`config.mk`:
```
export PLATFORM = sky130hd
export DESIGN_NAME = mode_scheduler
export DESIGN_NICKNAME = d
export VERILOG_FILES = /design/src/rtl/mode_scheduler.sv
export SDC_FILE = /design/constraint.sdc
export NUM_CORES = 1
export LEC_CHECK = 0
export CAP_MARGIN = 25
export CORE_MARGIN = 3
export CORE_UTILIZATION = 40
export DETAILED_ROUTE_END_ITERATION = 16
export PLACE_DENSITY = 0.69
export SYNTH_ARGS = -nofsm -noshare
export SYNTH_HDL_FRONTEND = slang
export SYNTH_SLANG_ARGS = --single-unit
```
`constraint.sdc`:
```
create_clock -name clk -period 5.1 [get_ports clk]
set_input_delay 1.02 -clock clk [delete_from_list [all_inputs] [get_ports clk]]
set_output_delay 1.02 -clock clk [all_outputs]
set_load 0.02 [all_outputs]
```
`src/rtl/mode_scheduler.sv`:
```
// mode_scheduler: central hood mode sequencer with fixed-priority request arbitration,
// legal-transition enforcement and timed hurricane / self-clean / exit-delay phases.
`default_nettype none

module mode_scheduler #(
   parameter int MODE_WIDTH  = 8,
   parameter int TICK_CYCLES = 100000000,
   parameter int THIRD_TIME  = 60,
   parameter int CLEAN_TIME  = 180,
   parameter int EXIT_DELAY  = 60
) (
   input  logic                  clk,
   input  logic                  rstn,
   input  logic                  req_off,
   input  logic                  req_stand,
   input  logic                  req_first,
   input  logic                  req_second,
   input  logic                  req_third,
   input  logic                  req_clean,
   input  logic                  req_set,
   output logic [MODE_WIDTH-1:0] current_mode,
   output logic [7:0]            countdown,
   output logic                  countdown_active,
   output logic                  third_used,
   output logic                  reject,
   output logic                  done
);

   localparam logic [2:0] c_OFF    = 3'd0;
   localparam logic [2:0] c_STAND  = 3'd1;
   localparam logic [2:0] c_FIRST  = 3'd2;
   localparam logic [2:0] c_SECOND = 3'd3;
   localparam logic [2:0] c_THIRD  = 3'd4;
   localparam logic [2:0] c_CLEAN  = 3'd5;
   localparam logic [2:0] c_SET    = 3'd6;

   localparam int             c_CW        = (TICK_CYCLES > 1) ? $clog2(TICK_CYCLES) : 1;
   localparam logic [c_CW-1:0] c_TICK_LAST = c_CW'(TICK_CYCLES - 1);

   logic [2:0]      r_mode;
   logic [7:0]      r_cd;
   logic            r_act;
   logic            r_pend;
   logic            r_used;
   logic            r_rej;
   logic            r_done;
   logic [c_CW-1:0] r_tcnt;

   logic            w_req_any;
   logic [2:0]      w_req;
   logic            w_legal;
   logic            w_ignore;
   logic [2:0]      w_mode;
   logic [7:0]      w_cd;
   logic            w_act;
   logic            w_pend;
   logic            w_used;
   logic            w_rej;
   logic            w_done;
   logic [c_CW-1:0] w_tcnt;

   // Fixed priority: off > stand > first > second > third > clean > set.
   always_comb begin
      w_req_any = 1'b1;
      w_req     = c_OFF;
      if (req_off)         w_req = c_OFF;
      else if (req_stand)  w_req = c_STAND;
      else if (req_first)  w_req = c_FIRST;
      else if (req_second) w_req = c_SECOND;
      else if (req_third)  w_req = c_THIRD;
      else if (req_clean)  w_req = c_CLEAN;
      else if (req_set)    w_req = c_SET;
      else                 w_req_any = 1'b0;
   end

   always_comb begin
      w_legal = 1'b0;
      case (r_mode)
         c_OFF:    w_legal = (w_req == c_STAND);
         c_STAND:  w_legal = (w_req == c_OFF) || (w_req == c_FIRST) || (w_req == c_SECOND) ||
                             (w_req == c_CLEAN) || (w_req == c_SET) ||
                             ((w_req == c_THIRD) && !r_used);
         c_FIRST:  w_legal = (w_req == c_OFF) || (w_req == c_STAND) || (w_req == c_SECOND);
         c_SECOND: w_legal = (w_req == c_OFF) || (w_req == c_STAND) || (w_req == c_FIRST);
         c_THIRD:  w_legal = (w_req == c_OFF) || ((w_req == c_STAND) && !r_pend);
         default:  w_legal = (w_req == c_OFF) || (w_req == c_STAND);
      endcase
      // Re-requesting the current mode, or repeating a deferred exit, is silently dropped.
      w_ignore = (w_req == r_mode) || ((r_mode == c_THIRD) && (w_req == c_STAND) && r_pend);
   end

   always_comb begin
      w_mode = r_mode;
      w_cd   = r_cd;
      w_act  = r_act;
      w_pend = r_pend;
      w_used = r_used;
      w_tcnt = r_tcnt;
      w_rej  = 1'b0;
      w_done = 1'b0;

      if (r_act) begin
         if (r_tcnt == c_TICK_LAST) begin
            w_tcnt = '0;
            w_cd   = r_cd - 8'd1;
            if (r_cd == 8'd1) begin
               w_act  = 1'b0;
               w_done = 1'b1;
               w_pend = 1'b0;
               w_mode = ((r_mode == c_THIRD) && !r_pend) ? c_SECOND : c_STAND;
            end
         end else begin
            w_tcnt = r_tcnt + 1'b1;
         end
      end

      // A legal request overrides any expiry computed above in the same cycle.
      if (w_req_any && w_legal) begin
         w_done = 1'b0;
         w_tcnt = '0;
         w_pend = 1'b0;
         w_cd   = 8'd0;
         w_act  = 1'b0;
         w_mode = w_req;
         if (w_req == c_OFF) begin
            w_used = 1'b0;
         end else if (w_req == c_THIRD) begin
            w_used = 1'b1;
            w_cd   = 8'(THIRD_TIME);
            w_act  = 1'b1;
         end else if (w_req == c_CLEAN) begin
            w_cd   = 8'(CLEAN_TIME);
            w_act  = 1'b1;
         end else if ((w_req == c_STAND) && (r_mode == c_THIRD)) begin
            w_mode = c_THIRD;
            w_cd   = 8'(EXIT_DELAY);
            w_act  = 1'b1;
            w_pend = 1'b1;
         end
      end else if (w_req_any && !w_ignore) begin
         w_rej = 1'b1;
      end
   end

   always_ff @(posedge clk or negedge rstn) begin
      if (!rstn) begin
         r_mode <= c_OFF;
         r_cd   <= 8'd0;
         r_act  <= 1'b0;
         r_pend <= 1'b0;
         r_used <= 1'b0;
         r_rej  <= 1'b0;
         r_done <= 1'b0;
         r_tcnt <= '0;
      end else begin
         r_mode <= w_mode;
         r_cd   <= w_cd;
         r_act  <= w_act;
         r_pend <= w_pend;
         r_used <= w_used;
         r_rej  <= w_rej;
         r_done <= w_done;
         r_tcnt <= w_tcnt;
      end
   end

   assign current_mode     = MODE_WIDTH'(r_mode);
   assign countdown        = r_cd;
   assign countdown_active = r_act;
   assign third_used       = r_used;
   assign reject           = r_rej;
   assign done             = r_done;

endmodule

`default_nettype wire

```
## Word-level counts from Yosys, hierarchy flattened

Index checks and enable logic that the tools add are counted.

| operators by class | value |
|---|---|
| add/subtract/negate cells | 2 |
| equality and inequality tests | 13 |
| mux-type cells | 57 |
| reduce and logical (&&, ||, !) cells | 29 |

Operators with widths:

| operator | count |
|---|---|
| $mux W27 | 3 |
| $mux W8 | 6 |
| $mux W3 | 15 |
| $mux W1 | 30 |
| $add A27 B1 Y27 const B | 1 |
| $eq A27 B27 Y1 const B | 1 |
| $eq A3 B2 Y1 const B | 4 |
| $eq A3 B3 Y1 const B | 4 |
| $logic_or A1 B1 Y1 | 10 |
| $eq A8 B1 Y1 const B | 1 |
| $reduce_bool A2 Y1 | 4 |
| $sub A8 B1 Y8 const B | 1 |
| $logic_and A1 B1 Y1 | 7 |
| $eq A3 B1 Y1 const B | 2 |
| $logic_not A3 Y1 | 2 |
| $mux W6 | 1 |
| $pmux W1 S5 | 1 |
| $reduce_and A2 Y1 | 2 |
| $eq A3 B3 Y1 | 1 |
| $logic_not A1 Y1 | 3 |
| $reduce_and A3 Y1 | 1 |
| $mux W2 | 1 |

| word-level totals | value |
|---|---|
| bits in registers | 43 |
| bits of input ports | 9 |
| output and inout bits | 20 |
| word-level logic and storage cells | 109 |

## Logic depth before layout (Yosys ltp)

| depth | value |
|---|---|
| word-level depth | 17 |
| gate-level depth with buffers | 10 |
| mapped depth without buffers | 8 |

## Worst setup path after synthesis

No wires, ideal clock.

| path | value |
|---|---|
| kind | input -> register |
| from | in req_third |
| to | reg r_done, in the netlist done |
| library setup time | 0.123 ns |
| arrival time | 2.511 ns |
| required time | 4.977 ns |
| setup slack | 2.467 ns |
| stages | 9 |
| path buffers | 3 |
| cells stage by stage | or3_1 > and2_1 > clkbuf_2 > nand2b_1 > o311ai_1 > a31oi_2 > buf_4 > buf_4 > nor2_1 |

| between the ends | value |
|---|---|
| cells in the longest elaborated chain, start to end | 14 |
| elaborated cells on any way between the ends | 31 |
| those cells by class | eq/ne: 6; mux: 12; reduce/logical: 13 |

Ends and longest elaborated chain:

| item | RTL line | text |
|---|---|---|
| start: declaration | 18 | `input logic req_third,` |
| $mux W3 | 70 | `else if (req_third) w_req = c_THIRD;` |
| $mux W3 | 69 | `else if (req_second) w_req = c_SECOND;` |
| $mux W3 | 68 | `else if (req_first) w_req = c_FIRST;` |
| $mux W3 | 67 | `else if (req_stand) w_req = c_STAND;` |
| $mux W3 | 66 | `if (req_off) w_req = c_OFF;` |
| $eq A3 B2 Y1 or $logic_not A3 Y1 (tied branches) | 80, 84, 83 |  |
| $logic_or A1 B1 Y1 (3 in a row) | 80 | `c_STAND: w_legal = (w_req == c_OFF) \|\| (w_req == c_FIRST) \|\| (w_req == c_SECOND) \|\|` |
| $logic_or A1 B1 Y1 (2 in a row) | 81 | `(w_req == c_CLEAN) \|\| (w_req == c_SET) \|\|` |
| $pmux W1 S5 | 78 | `case (r_mode)` |
| $logic_and A1 B1 Y1 * | 118 | `if (w_req_any && w_legal) begin` |
| $mux W1 * | 118 |  |
| via w_done | 59 | `logic w_done;` |
| end signal: assignment | 162 | `r_done <= w_done;` |
| end: declaration | 46 | `logic r_done;` |

Mark *: on every way through the listed nets, which the timed path passes. The rest lies on a longest branch.
A chain may end at the register's enable or synchronous reset.

## Worst setup path in the final report

| path | value |
|---|---|
| from | in req_third |
| to | reg r_used, in the netlist third_used |

| between the ends | value |
|---|---|
| cells in the longest elaborated chain, start to end | 14 |
| elaborated cells on any way between the ends | 33 |
| those cells by class | eq/ne: 6; mux: 12; reduce/logical: 15 |

Ends and longest elaborated chain:

| item | RTL line | text |
|---|---|---|
| $mux W3 | 70 |  |
| $mux W3 | 69 |  |
| $mux W3 | 68 |  |
| $mux W3 | 67 |  |
| $mux W3 | 66 |  |
| $eq A3 B2 Y1 or $logic_not A3 Y1 (tied branches) | 80, 84, 83 |  |
| $logic_or A1 B1 Y1 (3 in a row) | 80 |  |
| $logic_or A1 B1 Y1 (2 in a row) | 81 |  |
| $pmux W1 S5 | 78 |  |
| $logic_and A1 B1 Y1 | 118 |  |
| $reduce_and A2 Y1 (no line) | - |  |
| end signal: assignment | 160 | `r_used <= w_used;` |
| end: declaration | 44 | `logic r_used;` |

Parallel ways exist; a longest one is shown, timed or not.

==> out/qor.json <==
{
  "min_path_type": {"value": "flip-flop to flip-flop"},
  "timing.final.crit_period": {"value": 3107, "unit": "ps"},
  "ctsRootBufferMaster": {"value": "clkbuf_8"},
  "clk_transition_reported_paths": {"value": 80, "unit": "ps"},
  "synth_async_sr_flop_share": {"value": 1.000},
  "cp.required": {"value": 5290, "unit": "ps"},
  "tritoncts_num_sinks": {"value": 43},
  "worst-slew-pin-transition": {"value": 735.6, "unit": "ps"},
  "average_cell_area_after_synthesis": {"value": 8.780, "unit": "µm²"},
  "via_count_of_the_first_global_routing_pass": {"value": 2040},
  "f_max": {"value": 321.8, "unit": "MHz"},
  "htreeDepth": {"value": 2},
  "layout_commonest_cell": {"value": "nor2_1"},
  "grt_antenna_before_repair": {"value": 0},
  "drcViolationCount": {"value": 0},
  "cts-hold-fix-buffers": {"value": 0},
  "synth_area_leader_cell": {"value": "dfrtp_1"},
  "post_cts.repair.setup_buffers": {"value": 0},
  "largest_net_degree_at_the_start_of_global_routing": {"value": 44},
  "timing.slew.headroom": {"value": 0.5096},
  "synthCells": {"value": 294},
  "post-route-period-util": {"value": 0.6093},
  "drt_pass1_iterations": {"value": 4},
  "timing.reg2reg.worst_path_depth": {"value": 8},
  "footprint_of_the_multi_input_gates": {"value": 0.001390, "unit": "mm²"},
  "clk-insertion-delay-late": {"value": 300, "unit": "ps"},
  "io-pin-count": {"value": 29},
  "design.die.area": {"value": 0.007453, "unit": "mm²"},
  "reg2reg_setup_slack": {"value": 2680, "unit": "ps"},
  "dr_total_vias": {"value": 2172},
  "register_area": {"value": 0.001076, "unit": "mm²"},
  "maxCapViolCount": {"value": 0},
  "die_height": {"value": 86.33, "unit": "µm"},
  "grt.total_usage": {"value": 0.1557},
  "netlist-cell-type-count": {"value": 51},
  "placedCellCount": {"value": 380},
  "wl_per_cell": {"value": 14.59, "unit": "µm"},
  "starting_utilization_of_the_core_area": {"value": 0.4234},
  "yosysSeqAreaShare": {"value": 0.4169},
  "crit_type": {"value": "input port to flip-flop"},
  "mappedNetlistArea": {"value": 0.002581, "unit": "mm²"},
  "layout_common_cells": {"value": "45 x nor2_1, 43 x dfrtp_1, 22 x a21oi_1, 22 x clkdlybuf4s50_1, 20 x nand2_1"},
  "first_drt_iteration_drcs": {"value": 92},
  "post-synth-top-area-fraction": {"value": 0.4169},
  "worstReg2RegStart": {"value": "r_tcnt[0]"},
  "finish.cell_count_without_fillers": {"value": 389},
  "numCtsBuffers": {"value": 5},
  "fill_cells": {"value": 614},
  "critPathArrivalTime": {"value": 3300, "unit": "ps"},
  "placement_rows": {"value": 28},
  "antenna-diode-count": {"value": 0},
  "routed_wl": {"value": 5676, "unit": "µm"},
  "final_max_slew_viol_count": {"value": 0},
  "pre_cts_ws": {"value": 1684, "unit": "ps"},
  "finalSetupTns": {"value": 0, "unit": "ps"},
  "die_x": {"value": 86.33, "unit": "µm"},
  "synth-main-ff-cell": {"value": "dfrtp_1"},
  "dp_hpwl": {"value": 3935, "unit": "µm"},
  "synth.top_cells.by_area": {"value": "dfrtp_1 42%, nor2_1 6.5%, xor2_1 5.8%"},
  "critPathCapture": {"value": "third_used"},
  "ctsResizeCount": {"value": 0},
  "grt_pass1_wl": {"value": 9549, "unit": "µm"},
  "synth_edf_count": {"value": 0},
  "gp_congestion": {"value": 0.8547},
  "fraction_of_final_layout_cells_with_drive_strength_greater_than_1": {"value": 0.06688},
  "timing.rr.end": {"value": "countdown[7]"},
  "syn_to_final_growth": {"value": 14.69, "unit": "%"},
  "maximum_fanout_encountered_on_the_critical_timing_path": {"value": 34},
  "postRouteAntennaNets": {"value": 0},
  "yosys_warnings": {"value": 0},
  "peak_vdd_ir": {"value": 0.0002719, "unit": "V"},
  "gr-total-overflow": {"value": 0},
  "power_density_over_cell_area": {"value": 371.1, "unit": "mW/mm²"},
  "setup_crit_start": {"value": "req_third"},
  "setup.worst_path.end_class": {"value": "flip-flop"},
  "nNetsFinal": {"value": 325},
  "io_buffers": {"value": 23},
  "status": {"value": "complete, no violations"},
  "fin_worst_hold_slack": {"value": 546.0, "unit": "ps"},
  "design_power_total": {"value": 1.099, "unit": "mW"},
  "final_core_util": {"value": 0.4856},
  "fp.coreArea": {"value": 0.006096, "unit": "mm²"},
  "yosys_register_bits": {"value": 43},
  "power.static_leakage": {"value": 1.174, "unit": "nW"},
  "clockBufferDepth": {"value": 2},
  "detailed_place.area": {"value": 0.002823, "unit": "mm²"},
  "rsz_0062_raised_after_global_routing": {"value": "no"},
  "final_cell_area": {"value": 0.002960, "unit": "mm²"},
  "final.setup.worst_slack": {"value": 1993, "unit": "ps"},
  "setup_viol": {"value": 0},
  "timing.final.hold_violations": {"value": 0},
  "startpoint_type": {"value": "input port"},
  "cts_tree": {"value": "done"},
  "viasPerCell": {"value": 5.584},
  "skew": {"value": 7.262, "unit": "ps"}
}
## flip-flops by register name, summed over array words and instances (netlist names)
signal and flops:
r_pend 1, countdown 8, reject 1, third_used 1, done 1, r_tcnt 27, r_mode 3, countdown_active 1
## metal layers
metal,GRT usage,up-vias,wire length [µm]
met2,0.2385,69,2549
met1,0.2213,1039,2746
li1,-,1056,-
met4,0.03966,0,63
met5,0,-,0
met3,0.03707,8,316
## worst min path at each step
stage,start,to,slack [ps],depth (start not counted)
floorplan,r_tcnt[26],r_tcnt[26],500,2
detailed placement,third_used,third_used,530,1
finish,third_used,third_used,550,1
CTS,third_used,third_used,560,1
global placement,r_tcnt[26],r_tcnt[26],540,2
global route,third_used,third_used,580,1
## synthesized netlist by cell type (4+ instances only)
master	count
dfrtp_1	43
nand2_1	20
buf_4	8
nor3b_1	4
and2_1	8
and3_1	7
nand4_1	10
nor2_1	45
clkbuf_1	4
nor4_1	6
xor2_1	17
a21oi_1	22
nand3_1	13
xnor2_1	10
inv_1	8
nor3_1	6
o21ai_0	12
## report_power, final
part / switching [mW] / internal, mW
Combinational: 0.230 / 0.153
Clock: 0.120 / 0.159
Sequential: 0.0605 / 0.377
Total: 0.411 / 0.688
## worst max-delay path, cell delays in order
cell and delay (ps):
clkdlybuf4s50_1 450, nand2b_1 230, a211oi_4 420, a211oi_1 160
a221oi_2 210, a31oi_2 110, buf_4 250, nand2_1 100
mux2_2 320
## cell type report
cell class,count,share of cell area
clock inverter,2,0.01183
sequential,43,0.3635
clock buffer,6,0.02790
timing repair buffer,25,0.08538
multi-input combinational,230,0.4696
tap,75,0.03170
inverter,8,0.01014
## kinds of logic (layout without fill, tap and decap cells)
kind of cell / Yosys count / in the layout / share of synthesized area
mux: 1 / 1 / 0.004362
buf+inv: 25 / 41 / 0.05041
flops: 43 / 43 / 0.4169
fa+ha+maj: 3 / 3 / 0.01454
compound gates: 52 / 52 / 0.1270
simple gates: 142 / 142 / 0.2937
xor+xnor: 27 / 27 / 0.09161
other cells: 1 / 5 / 0.001453
(Power assumes the default switching activity.)
